`src/rtl/ym_stereo_accumulator.sv`:
```
// Frame-level stereo mixer: sums panned, time-multiplexed channel slots and emits saturated PCM per frame.
// Optional one-pole output low-pass filter is enabled by defining YM_STEREO_ACC_LPF_EN.
module ym_stereo_accumulator #(
    parameter int unsigned NUM_CH     = 6,
    parameter int unsigned IN_W       = 9,
    parameter int unsigned OUT_W      = 16,
    parameter int unsigned GAIN_SHIFT = 5,
    parameter int unsigned LPF_SHIFT  = 3
) (
    input  logic                      MCLK,
    input  logic                      reset,
    input  logic                      slot_en,
    input  logic [$clog2(NUM_CH)-1:0] slot_ch,
    input  logic [IN_W-1:0]           slot_data,
    input  logic [1:0]                slot_pan,
    input  logic                      slot_active,
    output logic [OUT_W-1:0]          out_l,
    output logic [OUT_W-1:0]          out_r,
    output logic                      out_valid,
    output logic [1:0]                clip,
    output logic                      dup_err
);

    localparam int unsigned CH_W = $clog2(NUM_CH);
    localparam int unsigned A_W  = IN_W + CH_W + 1;
    localparam int unsigned Y_W  = (A_W + GAIN_SHIFT > OUT_W) ? (A_W + GAIN_SHIFT) : OUT_W;
    localparam logic [CH_W-1:0] LAST_CH  = CH_W'(NUM_CH - 1);
    localparam logic [CH_W:0]   NUM_CH_X = (CH_W + 1)'(NUM_CH);

    logic signed [A_W-1:0] acc_l, acc_r;
    logic [NUM_CH-1:0]     seen;

    logic signed [IN_W-1:0] s;
    logic signed [A_W-1:0]  con_l, con_r, sum_l, sum_r;
    logic                   in_range, seen_hit, accept, dup, close;
    logic [NUM_CH-1:0]      seen_set;
    logic [OUT_W:0]         sat_l, sat_r;

    // Gain-shift then clamp to OUT_W; MSB of the result is the clip flag.
    function automatic logic [OUT_W:0] sat(input logic signed [A_W-1:0] v);
        logic signed [Y_W-1:0] y;
        logic [Y_W-OUT_W:0]    hi;
        y  = Y_W'(v);
        y  = y <<< GAIN_SHIFT;
        hi = y[Y_W-1:OUT_W-1];
        if ((&hi) || (~|hi))
            return {1'b0, y[OUT_W-1:0]};
        else if (y[Y_W-1])
            return {1'b1, 1'b1, (OUT_W-1)'(0)};
        else
            return {1'b1, 1'b0, {(OUT_W-1){1'b1}}};
    endfunction

    // Slot decode: signed conversion, duplicate/range check, panned contribution.
    always_comb begin
        s        = signed'({~slot_data[IN_W-1], slot_data[IN_W-2:0]});
        in_range = ({1'b0, slot_ch} < NUM_CH_X);
        seen_hit = 1'b0;
        seen_set = '0;
        for (int i = 0; i < NUM_CH; i++) begin
            if (slot_ch == CH_W'(i)) begin
                seen_hit    = seen[i];
                seen_set[i] = 1'b1;
            end
        end
        accept = slot_en & in_range & ~seen_hit;
        dup    = slot_en & (~in_range | seen_hit);
        close  = slot_en & (slot_ch == LAST_CH);
        con_l  = (accept & slot_active & slot_pan[1]) ? A_W'(s) : '0;
        con_r  = (accept & slot_active & slot_pan[0]) ? A_W'(s) : '0;
        sum_l  = acc_l + con_l;
        sum_r  = acc_r + con_r;
        sat_l  = sat(sum_l);
        sat_r  = sat(sum_r);
    end

    // Frame accumulators, seen mask and sticky index error.
    always_ff @(posedge MCLK or posedge reset) begin
        if (reset) begin
            acc_l   <= '0;
            acc_r   <= '0;
            seen    <= '0;
            dup_err <= 1'b0;
        end else begin
            if (dup)
                dup_err <= 1'b1;
            if (close) begin
                acc_l <= '0;
                acc_r <= '0;
                seen  <= '0;
            end else if (accept) begin
                acc_l <= sum_l;
                acc_r <= sum_r;
                seen  <= seen | seen_set;
            end
        end
    end

`ifdef YM_STEREO_ACC_LPF_EN
    localparam int unsigned F_W = OUT_W + LPF_SHIFT;

    logic [OUT_W-1:0]      y_l_q, y_r_q;
    logic [1:0]            clip_q;
    logic                  vld_q;
    logic signed [F_W-1:0] f_l, f_r;

    // f += ((y << LPF_SHIFT) - f) >>> LPF_SHIFT, all in the extended fixed-point domain.
    function automatic logic signed [F_W-1:0] lpf_step(input logic signed [F_W-1:0] f,
                                                       input logic [OUT_W-1:0] y);
        logic signed [F_W:0] yx;
        logic signed [F_W:0] d;
        yx = (F_W + 1)'(signed'(y));
        yx = yx <<< LPF_SHIFT;
        d  = (yx - (F_W + 1)'(f)) >>> LPF_SHIFT;
        return f + F_W'(d);
    endfunction

    // Saturated sample stage followed by the filter stage.
    always_ff @(posedge MCLK or posedge reset) begin
        if (reset) begin
            y_l_q     <= '0;
            y_r_q     <= '0;
            clip_q    <= '0;
            vld_q     <= 1'b0;
            f_l       <= '0;
            f_r       <= '0;
            clip      <= '0;
            out_valid <= 1'b0;
        end else begin
            vld_q     <= close;
            out_valid <= vld_q;
            if (close) begin
                y_l_q  <= sat_l[OUT_W-1:0];
                y_r_q  <= sat_r[OUT_W-1:0];
                clip_q <= {sat_l[OUT_W], sat_r[OUT_W]};
            end
            if (vld_q) begin
                f_l  <= lpf_step(f_l, y_l_q);
                f_r  <= lpf_step(f_r, y_r_q);
                clip <= clip_q;
            end
        end
    end

    assign out_l = f_l[F_W-1:LPF_SHIFT];
    assign out_r = f_r[F_W-1:LPF_SHIFT];
`else
    // Output registers load on the edge that samples the closing slot.
    always_ff @(posedge MCLK or posedge reset) begin
        if (reset) begin
            out_l     <= '0;
            out_r     <= '0;
            clip      <= '0;
            out_valid <= 1'b0;
        end else begin
            out_valid <= close;
            if (close) begin
                out_l <= sat_l[OUT_W-1:0];
                out_r <= sat_r[OUT_W-1:0];
                clip  <= {sat_l[OUT_W], sat_r[OUT_W]};
            end
        end
    end
`endif

endmodule

```
`config.mk`:
```
export PLATFORM = sky130hd
export DESIGN_NAME = ym_stereo_accumulator
export DESIGN_NICKNAME = d
export VERILOG_FILES = /design/src/rtl/ym_stereo_accumulator.sv
export SDC_FILE = /design/constraint.sdc
export NUM_CORES = 1
export LEC_CHECK = 0
export ABC_CLOCK_PERIOD_IN_PS = 4900
export BUFFER_PORTS_ARGS = -buffer_cell sky130_fd_sc_hd__buf_2
export CAP_MARGIN = 10
export CORE_UTILIZATION = 35
export CTS_BUF_LIST = sky130_fd_sc_hd__clkbuf_8
export CTS_CLUSTER_DIAMETER = 80
export DETAILED_ROUTE_END_ITERATION = 8
export HOLD_SLACK_MARGIN = 0.12
export MAX_ROUTING_LAYER = met4
export REMOVE_ABC_BUFFERS = 1
export SLEW_MARGIN = 20
export SYNTH_ARGS = -nofsm -noshare
export SYNTH_HDL_FRONTEND = slang
export SYNTH_SLANG_ARGS = --single-unit
```
`constraint.sdc`:
```
create_clock -name MCLK -period 4.9 [get_ports MCLK]
set_input_delay 0 -clock MCLK [delete_from_list [all_inputs] [get_ports MCLK]]
set_output_delay 0 -clock MCLK [all_outputs]
set_load 0.1 [all_outputs]
```
==> metrics.cfg <==
[synth]
synth_top_area_cell=dfrtp_1
ys_async_sr_fraction_pct=100.0
netlist_area_sq_um=4028
yosysTopAreaCellShare_pct=37.28
synth-seq-cells=60
synth-edff-count=0
yosys_warnings=0
synth_cells=450
synth_area_per_cell_sq_um=8.950
synth_cell_types=61
yosysMostFrequentCell=dfrtp_1
synth_flop_cell=dfrtp_1
yosys-top-cells-area=dfrtp_1 (37%), ha_1 (7.5%), o21ai_0 (5.3%)
netlist_top_cells_count=dfrtp_1 (60), nand2_1 (50), o21ai_0 (43), a21oi_1 (35), nor2_1 (25)
ys_seq_area_share_pct=37.28

[layout]
fin_nets=541
utilization_pct=42.09
num-fill-cells=1120
antenna_cells=0
layout-drive-gt1-share_pct=17.56
synthToLayoutAreaGrowth_pct=15.28

[worst_setup_path]
start_kind=primary input
path_class=primary input to flip-flop
slowest_stage=a22oi_1
cp_max_fo=14
crit_buf_inv=2
crit_chain=dlygate4sd3_1 > buf_2 > mux4_2 > o32ai_4 > and3_1 > and2_1 > ha_1 > fa_1 > a211oi_1 > o21ai_1 > a31o_2 > o41ai_2 > xnor2_2 > a22oi_1 > a22oi_1
critical-path-max-stage-delay_ns=0.61
cpMostUsedCell=a22oi_1
cp_top_family=compound AO/OA/AOI/OAI gates
cp.arrival_ns=4.49
critPathCaptureType=flip-flop
cp.required_ns=5.10

[die]
die-area_sq_um=11940
initial_utilization_pct=36.51
die_height_um=109.3
boundaryPins=54
core_sq_um=11030
die_width_um=109.3
row_count=38

[route]
drtAntennaViolNets=0
dr.pass1.iters=4
drt_wl_total_um=9760
num_vias=3409
drcViolationCount=0
drtIter0Drc=231
via_per_inst=5.318
wl_per_cell_um=15.23

[timing]
layout_setup_ws_ns=0.6106
rsz0062_at_grt=no
finalSetupTns_ns=0
final_max_slew_viol_count=0
fin_crit_ns=4.289
hold_violations=0
worstMarginPinSlew_ns=0.9461
fin_worst_skew_ns=0.01129
setup_violations=0
finalCritPeriodShare_pct=87.54
max_slew_margin_pct=36.26
max_freq_ghz=0.2331

[clocking]
clock_sinks=60
post_cts_buffers=0
cts.path.max_buffers=2
cts_made_buffers=9
root_buffer=clkbuf_8
clkTransAtPathRegs_ns=0.07
ctsHtreeMaxLevel=3
clkLatencyLatePin_ns=0.34
cts_tree=done

[grt]
grt_pass1_wl_um=16050
grtUsageTotal_pct=18.07
antenna_found_initial=0
first_global_vias=3120
grt_max_degree=61
gr-total-overflow=0

[power_and_ir_drop]
total_power_mw=2.995
power.density_nw_per_um2=645.0
ir_drop_mv=0.4445
p_leak_nw=2.201

[run]
maxCapViolCount=0

[worst_hold_path]
hold_path.class=primary input to flip-flop

[placement]
place_congestion=0.8783
dp_hpwl_um=7113
port_buffers=53
pre_cts_ws_ns=0.7212

[status]
outcome=finished clean

==> power breakdown <==
group / internal (mW) / switching [mW]
logic: 0.369 / 1.39
registers: 0.644 / 0.0970
clock network: 0.296 / 0.200
==> cells by family (layout without fill, tap and decap cells) <==
logic type | Yosys count | after routing | synth area share, %
flops | 60 | 60 | 37.28
buf+inv | 41 | 92 | 4.877
mux | 2 | 2 | 0.8387
compound gates | 152 | 152 | 25.20
fa+ha+maj | 26 | 26 | 8.450
xor+xnor | 20 | 20 | 4.536
simple gates | 149 | 149 | 18.83
==> cell type report <==
class                           instances  area [sq um]  share of cell area [%]
Clock inverter                          5         77.57                   1.671
Multi-Input combinational cell        349          2330                   50.18
Tap cell                              140         175.2                   3.773
Sequential cell                        60          1501                   32.34
Clock buffer                           10         137.6                   2.964
Timing Repair Buffer                   66         380.4                   8.192
Inverter                               11         41.29                  0.8892
==> flip-flops by register name, indices dropped and copies added (netlist names), named ones only <==
register   cells
acc_r         13
out_r         12
clip           2
seen           5
out_valid      1
acc_l         13
out_l         12
dup_err        1
==> stage by stage <==
stage / hold WS [ns] / instances / area, sq um
finish: 0.2229 / 641 / 4643
detailed placement: 0.2744 / 619 / 4358
global placement: 0.2621 / 619 / 4358
floorplan: 0.1169 / 420 / 3872
global route: 0.2327 / 641 / 4643
CTS: 0.2095 / 641 / 4643
==> worst reg2reg max path: stages, from the launching register on <==
cell,delay (ns)
dfrtp_1,0.40
mux2_2,0.31
o32ai_4,0.44
and3_1,0.35
and2_1,0.16
ha_1,0.28
and3_1,0.20
a221oi_1,0.51
a221o_1,0.33
o311ai_1,0.26
a22oi_1,0.61
a22oi_1,0.20
==> what timing repair did <==
| action | CTS | global route |
|---|---|---|
| hold buffers | 7 | 0 |
| endpoints found under the hold margin | 66 | 0 |
| resized for setup | 0 | 0 |
==> path summary, 6_finish.rpt <==
path                              start   endpoint  slack, ns  cells after the start
min                        slot_data[0]   acc_l[0]       0.22                      4
max in group asynchronous         reset   acc_r[8]       3.96                      4
min in group asynchronous         reset  out_l[14]       0.42                      4
min reg2reg                   out_r[15]  out_r[15]       0.48                      2
max reg2reg                     seen[3]   out_l[7]       0.69                     11
max                          slot_ch[0]   out_l[7]       0.61                     15
==> cell usage in the layout (no fill, tap or decap), types with 5 or more instances in the layout <==
cell type	n
buf_4	6
dlygate4sd3_1	7
xnor2_1	12
clkbuf_8	10
a22oi_1	7
a211oi_1	6
a21oi_1	35
o2111ai_1	5
a21o_1	5
nand3_1	7
nor2b_1	9
a22o_1	19
nand2_1	50
and2_1	23
buf_2	53
and3_1	6
ha_1	24
xor2_1	7
inv_1	10
nor2_1	25
nor3_1	7
dfrtp_1	60
o21ai_0	43
==> routing by layer <==
metal	up-vias	share of wire [%]	track usage, %
met4	0	1.5	6.000
met1	1607	53	26.67
met3	12	3.1	2.391
met2	62	42	25.20
met5	-	0	-
li1	1728	-	-
Note: power is estimated with default switching activity, not from simulation.
